$ cat src/rtl/wave_generator_dds_if.sv
`default_nettype none
// ============================================================================
//  Module      : wave_generator_dds_if
//  Description : Control/sample bundle for the DDS wave generator.
//                master : drives en, sw, freq_ctrl, duty, amp;
//                         observes wave_out, sync_out
//                slave  : the generator itself
//  Signals     : en        - 1 = phase accumulator advances
//                sw        - mode: 00 square, 01 triangle, 10 saw, 11 pulse
//                freq_ctrl - phase increment per clock (FCW_W bits)
//                duty      - pulse-mode high threshold (OUT_W bits)
//                amp       - amplitude scale (OUT_W bits)
//                wave_out  - registered output sample (OUT_W bits)
//                sync_out  - strobe on the first sample of each period
//  Revision    : 1.0 - initial release
// ============================================================================
interface wave_generator_dds_if #(
  parameter int OUT_W = 8,
  parameter int FCW_W = 16
);
  logic             en;
  logic [1:0]       sw;
  logic [FCW_W-1:0] freq_ctrl;
  logic [OUT_W-1:0] duty;
  logic [OUT_W-1:0] amp;
  logic [OUT_W-1:0] wave_out;
  logic             sync_out;

  modport master (
    output en, sw, freq_ctrl, duty, amp,
    input  wave_out, sync_out
  );

  modport slave (
    input  en, sw, freq_ctrl, duty, amp,
    output wave_out, sync_out
  );
endinterface
`default_nettype wire

$ cat src/rtl/wave_generator_dds.sv
`default_nettype none
// ============================================================================
//  Module      : wave_generator_dds
//  Description : Phase-accumulator waveform generator. Produces square,
//                triangle, sawtooth or programmable-duty pulse samples with
//                runtime amplitude scaling. Mode, frequency, duty and
//                amplitude are held in active registers that only reload at
//                a period boundary (or while disabled / stalled), so changes
//                never cut a period short.
//  Ports       : clk_100kHz - system clock, rising edge
//                rst_       - asynchronous active-high reset
//                bus        - wave_generator_dds_if.slave (controls/samples)
//  Revision    : 1.0 - initial release
// ============================================================================
module wave_generator_dds #(
  parameter int OUT_W = 8,
  parameter int ACC_W = 16,
  parameter int FCW_W = 16
) (
  input  wire logic clk_100kHz,
  input  wire logic rst_,
  wave_generator_dds_if.slave bus
);

  localparam logic [1:0]       c_MODE_SQUARE = 2'b00;
  localparam logic [1:0]       c_MODE_TRI    = 2'b01;
  localparam logic [1:0]       c_MODE_SAW    = 2'b10;
  localparam logic [1:0]       c_MODE_PULSE  = 2'b11;
  localparam logic [OUT_W-1:0] c_MAX         = {OUT_W{1'b1}};
  localparam logic [OUT_W-1:0] c_HALF        = {1'b1, {(OUT_W-1){1'b0}}};
  localparam logic [FCW_W-1:0] c_FCW_RST     = FCW_W'(1);

  // Active (shadow) registers
  logic [1:0]       r_mode_a;
  logic [FCW_W-1:0] r_fcw_a;
  logic [OUT_W-1:0] r_duty_a;
  logic [OUT_W-1:0] r_amp_a;

  logic [ACC_W-1:0] r_acc;
  logic [OUT_W-1:0] r_wave;
  logic             r_wrap;
  logic             r_sync;

  logic [ACC_W:0]     w_sum;
  logic               w_wrap;
  logic               w_load;
  logic [OUT_W-1:0]   w_phase;
  logic [OUT_W-1:0]   w_tri;
  logic [OUT_W-1:0]   w_raw;
  logic [OUT_W:0]     w_amp_p1;
  logic [2*OUT_W:0]   w_prod;
  logic [OUT_W-1:0]   w_scaled;

  // One extra bit on the add exposes the carry that marks a period boundary.
  assign w_sum  = {1'b0, r_acc} + {{(ACC_W + 1 - FCW_W){1'b0}}, r_fcw_a};
  assign w_wrap = bus.en & w_sum[ACC_W];

  // Reload while disabled (track inputs), on a stalled zero increment
  // (otherwise a zero fcw could never be escaped), or on a wrap.
  assign w_load = ~bus.en | (r_fcw_a == '0) | w_wrap;

  assign w_phase = r_acc[ACC_W-1 -: OUT_W];
  assign w_tri   = {w_phase[OUT_W-2:0], 1'b0};

  always_comb begin
    w_raw = '0;
    case (r_mode_a)
      c_MODE_SQUARE: w_raw = w_phase[OUT_W-1] ? '0 : c_MAX;
      c_MODE_TRI:    w_raw = w_phase[OUT_W-1] ? ~w_tri : w_tri;
      c_MODE_SAW:    w_raw = w_phase;
      c_MODE_PULSE:  w_raw = (w_phase < r_duty_a) ? c_MAX : '0;
      default:       w_raw = '0;
    endcase
  end

  // raw * (amp+1) >> OUT_W : amp = MAX reproduces raw exactly, and the
  // result never exceeds MAX so the truncation to OUT_W bits is lossless.
  assign w_amp_p1 = {1'b0, r_amp_a} + (OUT_W + 1)'(1);
  assign w_prod   = {{(OUT_W + 1){1'b0}}, w_raw} * {{OUT_W{1'b0}}, w_amp_p1};
  assign w_scaled = OUT_W'(w_prod >> OUT_W);

  always_ff @(posedge clk_100kHz or posedge rst_) begin
    if (rst_) begin
      r_acc    <= '0;
      r_mode_a <= c_MODE_SQUARE;
      r_fcw_a  <= c_FCW_RST;
      r_duty_a <= c_HALF;
      r_amp_a  <= c_MAX;
      r_wave   <= '0;
      r_wrap   <= 1'b0;
      r_sync   <= 1'b0;
    end else begin
      if (bus.en) begin
        r_acc <= w_sum[ACC_W-1:0];
      end
      if (w_load) begin
        r_mode_a <= bus.sw;
        r_fcw_a  <= bus.freq_ctrl;
        r_duty_a <= bus.duty;
        r_amp_a  <= bus.amp;
      end
      r_wave <= w_scaled;
      // The wrap edge updates acc; the sample of that post-wrap phase
      // appears one edge later, so the strobe needs two stages.
      r_wrap <= w_wrap;
      r_sync <= r_wrap;
    end
  end

  assign bus.wave_out = r_wave;
  assign bus.sync_out = r_sync;

endmodule
`default_nettype wire

$ cat src/flat_wrapper.sv
// flat-port wrapper written by rule: the top's interface ports become plain ports
module wave_generator_dds_flat 
#(
  parameter int OUT_W = 8,
  parameter int ACC_W = 16,
  parameter int FCW_W = 16
)
  (clk_100kHz, rst_, bus_en, bus_sw, bus_freq_ctrl, bus_duty, bus_amp, bus_wave_out, bus_sync_out);
  wave_generator_dds_if #(.OUT_W(OUT_W), .FCW_W(FCW_W)) bus_i ();
  input  wire logic clk_100kHz;
  input  wire logic rst_;
  input wire logic [$bits(bus_i.en)-1:0] bus_en;
  input wire logic [$bits(bus_i.sw)-1:0] bus_sw;
  input wire logic [$bits(bus_i.freq_ctrl)-1:0] bus_freq_ctrl;
  input wire logic [$bits(bus_i.duty)-1:0] bus_duty;
  input wire logic [$bits(bus_i.amp)-1:0] bus_amp;
  output wire logic [$bits(bus_i.wave_out)-1:0] bus_wave_out;
  output wire logic [$bits(bus_i.sync_out)-1:0] bus_sync_out;
  assign bus_i.en = bus_en;
  assign bus_i.sw = bus_sw;
  assign bus_i.freq_ctrl = bus_freq_ctrl;
  assign bus_i.duty = bus_duty;
  assign bus_i.amp = bus_amp;
  assign bus_wave_out = bus_i.wave_out;
  assign bus_sync_out = bus_i.sync_out;
  wave_generator_dds #(.OUT_W(OUT_W), .ACC_W(ACC_W), .FCW_W(FCW_W)) u_core (.clk_100kHz(clk_100kHz), .rst_(rst_), .bus(bus_i));
endmodule
$ cat config.mk
export PLATFORM = sky130hd
export DESIGN_NAME = wave_generator_dds_flat
export DESIGN_NICKNAME = d
export VERILOG_FILES = /design/src/rtl/wave_generator_dds_if.sv /design/src/rtl/wave_generator_dds.sv /design/src/flat_wrapper.sv
export SDC_FILE = /design/constraint.sdc
export NUM_CORES = 1
export LEC_CHECK = 0
export BUFFER_PORTS_ARGS = -buffer_cell sky130_fd_sc_hd__buf_2
export CORE_MARGIN = 3
export CORE_UTILIZATION = 26
export CTS_BUF_LIST = sky130_fd_sc_hd__clkbuf_2 sky130_fd_sc_hd__clkbuf_4 sky130_fd_sc_hd__clkbuf_8
export DETAILED_ROUTE_END_ITERATION = 10
export MAX_ROUTING_LAYER = met4
export PLACE_DENSITY = 0.37
export SKIP_LAST_GASP = 1
export SYNTH_ARGS = -nofsm -noshare
export SYNTH_HDL_FRONTEND = slang
export SYNTH_SLANG_ARGS = --single-unit
$ cat constraint.sdc
create_clock -name clk_100kHz -period 10.32 [get_ports clk_100kHz]
set_input_delay 3.096 -clock clk_100kHz [delete_from_list [all_inputs] [get_ports clk_100kHz]]
set_output_delay 3.096 -clock clk_100kHz [all_outputs]
set_load 0.005 [all_outputs]
==> qor.csv <==
stage,metric,value,unit
sta,Achievable Freq,153,MHz
min_path,HP Start,u_core.r_wrap,
global_routing,initial antenna violation count,0,
cells_and_area,Syn-to-layout area delta,11.7,%
routing,Highest Signal Layer,met4,
worst_setup_path,critical path class,register to register,
yosys,mapped cell area,0.00569,mm^2
floorplan,die area,0.0237,mm^2
clock_network,total CTS buffers,9,
yosys,Post-Syn Instances,559,
global_routing,first-pass GRT wire length,22.8,mm
cells_and_area,FF+latch area,0.00151,mm^2
worst_setup_path,R2R Path Start,u_core.r_acc[15],
sta,setup ws final,3.79,ns
clock_network,TritonCTS clock tree,yes,
cells_and_area,Final Non-Filler Cells,884,
yosys,yosys warns,0,
sta,Final Cycle Share,63.2,%
clock_network,Post-CTS Setup Bufs,0,
worst_setup_path,CP max FO,15,
routing,met3 wire len,345,um
worst_setup_path,Worst Setup End Kind,register,
min_path,WHS Path Cells,0,
yosys,"count leader, synth",inv_1,
yosys,Area contributors post-synth,"dfrtp_1 22%, fa_1 14%, ha_1 12%",
routing,wl on met1,6.67,mm
yosys,Syn Nets,693,
routing,DRC,0,
floorplan,row cnt,53,
yosys,synthesized area per cell,10.2,um^2
cells_and_area,Final #Nets,738,
clock_network,H-tree depth,3,
run,max_cap viols,0,
yosys,Seq cells post-synth,60,
clock_network,clk slew on worst S/H paths,0.08,ns
floorplan,core area,0.0213,mm^2
worst_setup_path,Worst Setup SP,u_core.r_acc[15],
yosys,post-synth top area share,22.0,%
yosys,asr flop ratio synth,100,%
yosys,register area share after synthesis,26.6,%
floorplan,I/O pins,46,
routing,wire length on met2,6.11,mm
clock_network,CTS Buffer Depth,2,
routing,routed vias/inst,4.48,
global_routing,Tot GR Track Use,12.4,%
global_routing,number of global-route vias before repair,4376,
routing,DR pass1 iterations,4,
sta,slew at the pin with the worst max-slew slack,0.810,ns
sta,max-slew violation count,0,
floorplan,Die H,154,um
global_routing,grt ovf,0,
sta,Worst Skew,0.0180,ns
min_path,hold crit path type,register to register,
worst_setup_path,Worst R2R Setup Slack,3.79,ns
worst_setup_path,Worst setup SP type,register,
clock_network,PostCTS Resize Cnt,0,
routing,1st-iter DRT viols,151,
yosys,most frequent cells after synthesis,"75 x inv_1, 70 x nor2_1, 56 x ha_1",
routing,Routed WL,13.3,mm
clock_network,CTS Hold Bufs,0,
worst_setup_path,Worst R2R Path Depth,22,
routing,DRT antenna net count,0,
sta,Slew Limit Headroom,46.0,%
yosys,Synth cell types,57,
clock_network,Sink Count,60,
placed_design,pre-CTS setup slack,3.81,ns
cells_and_area,Diodes inserted,0,
cells_and_area,share of cells above drive strength 1,24.5,%
yosys,main flop type after synthesis,dfrtp_1,
cells_and_area,fillers,2185,
clock_network,worst-skew pair later-pin latency,0.37,ns
sta,RSZ-0062 raised after global routing,false,
sta,TNS Setup,0,ns
yosys,Synth area leader,dfrtp_1,
sta,setup violators final,0,
worst_setup_path,reg2reg end,u_core.bus.wave_out[7],
run_status,status,"complete, no violations",
routing,routed vias,3964,
placed_design,Placed Cells,868,
floorplan,Die Wd,154,um
cells_and_area,multi-input gate area in the final layout,0.00380,mm^2
global_routing,largest net degree at the start of global routing,61,
min_path,worst hold endpoint,u_core.bus.sync_out,
floorplan,starting density of the core,26.7,%
placed_design,RePlAce Congestion,0.800,
worst_setup_path,endpoint arrival time on the critical path,6.76,ns
routing,routed length per placed instance,15.1,um
sta,Period minus WS final,6.53,ns
sta,final hold viol count,0,
yosys,"EDFF count, synth",0,
placed_design,IO buf count,45,
clock_network,Root Driver,clkbuf_8,
worst_setup_path,CP Data Required Time,10.56,ns
placed_design,Detail Placement HPWL,10.4,mm
## placed cells by master (no fill, tap or decap), types with 4 or more instances in the layout
master	instances
o21ai_0	9
a21o_1	7
clkbuf_8	9
inv_1	74
o21bai_1	7
dfstp_2	10
nor4_1	4
xor2_1	11
nor2b_1	7
nor2_1	70
o22ai_2	6
dfrtp_1	50
a211oi_1	5
mux2_2	12
ha_1	56
o21a_1	6
nand2_1	13
or2_2	13
fa_1	41
nand2b_1	11
xnor2_1	17
mux2_4	30
buf_2	45
nand3_1	8
a21oi_1	30
o22ai_1	5
## logic make-up after synthesis
family          Yosys count  share of synthesized area [%]
fa+ha+maj                97                           26.7
flops                    60                           26.6
mux                      44                           10.6
buf+inv                  87                           6.62
compound gates           98                           12.6
simple gates            145                           12.5
xor+xnor                 28                           4.31
## sequential cells by signal, summed over array words and instances, names as in the netlist
signal               count
u_core.bus.wave_out      8
u_core.r_mode_a          2
u_core.r_wrap            1
u_core.r_amp_a           8
u_core.r_duty_a          8
u_core.bus.sync_out      1
u_core.r_acc            16
u_core.r_fcw_a          16
## how the worst max path moves through the flow
| stage | end | slack [ns] |
|---|---|---|
| floorplan | u_core.bus.wave_out[7] | 4.53 |
| global placement | u_core.bus.wave_out[7] | 3.94 |
| detailed placement | u_core.bus.wave_out[7] | 3.81 |
| CTS | u_core.bus.wave_out[7] | 3.75 |
| global route | u_core.bus.wave_out[7] | 3.37 |
| finish | u_core.bus.wave_out[7] | 3.79 |
## stage by stage
stage | hold WS [ns] | util (%) | area, um^2
2_1_floorplan | 0.331 | - | 5690
3_3_place_gp | 0.338 | 29.0 | 6170
3_5_place_dp | 0.344 | 29.0 | 6170
4_1_cts | 0.363 | 29.9 | 6350
5_1_grt | 0.373 | 29.9 | 6350
6_report | 0.360 | 29.9 | 6350
## area by class of cell
class / count / share of cell area (%)
timing repair buffer: 46 / 3.66
multi-input combinational: 412 / 59.8
clock buffer: 9 / 1.95
sequential: 60 / 23.8
tap: 275 / 5.41
clock inverter: 7 / 0.945
inverter: 75 / 4.43
## per-layer routing
layer	vias up	track usage, %
met4	0	4.04
met2	47	19.5
met3	12	2.00
li1	1970	-
met1	1935	16.3
met5	-	-
## critical path: stages (launching register included)
cell and delay, ns:
dfrtp_1 0.67, ha_1 0.33, o21ai_0 0.09, o2111ai_1 0.23, nor2_4 0.34, nor2b_2 0.13, a21oi_1 0.20, o22ai_2 0.18
or2_2 0.33, fa_1 0.50, fa_1 0.55, inv_1 0.06, fa_1 0.50, fa_1 0.52, ha_1 0.33, nand4_1 0.09
a211oi_1 0.27, nand2b_1 0.09, o21ai_1 0.36, a211o_1 0.23, a31o_1 0.20, a21oi_2 0.07, xnor2_1 0.11
Power is left out: the tool's default activity adds up to more than one toggle a clock period on the data nets, which glitch-free logic cannot reach.
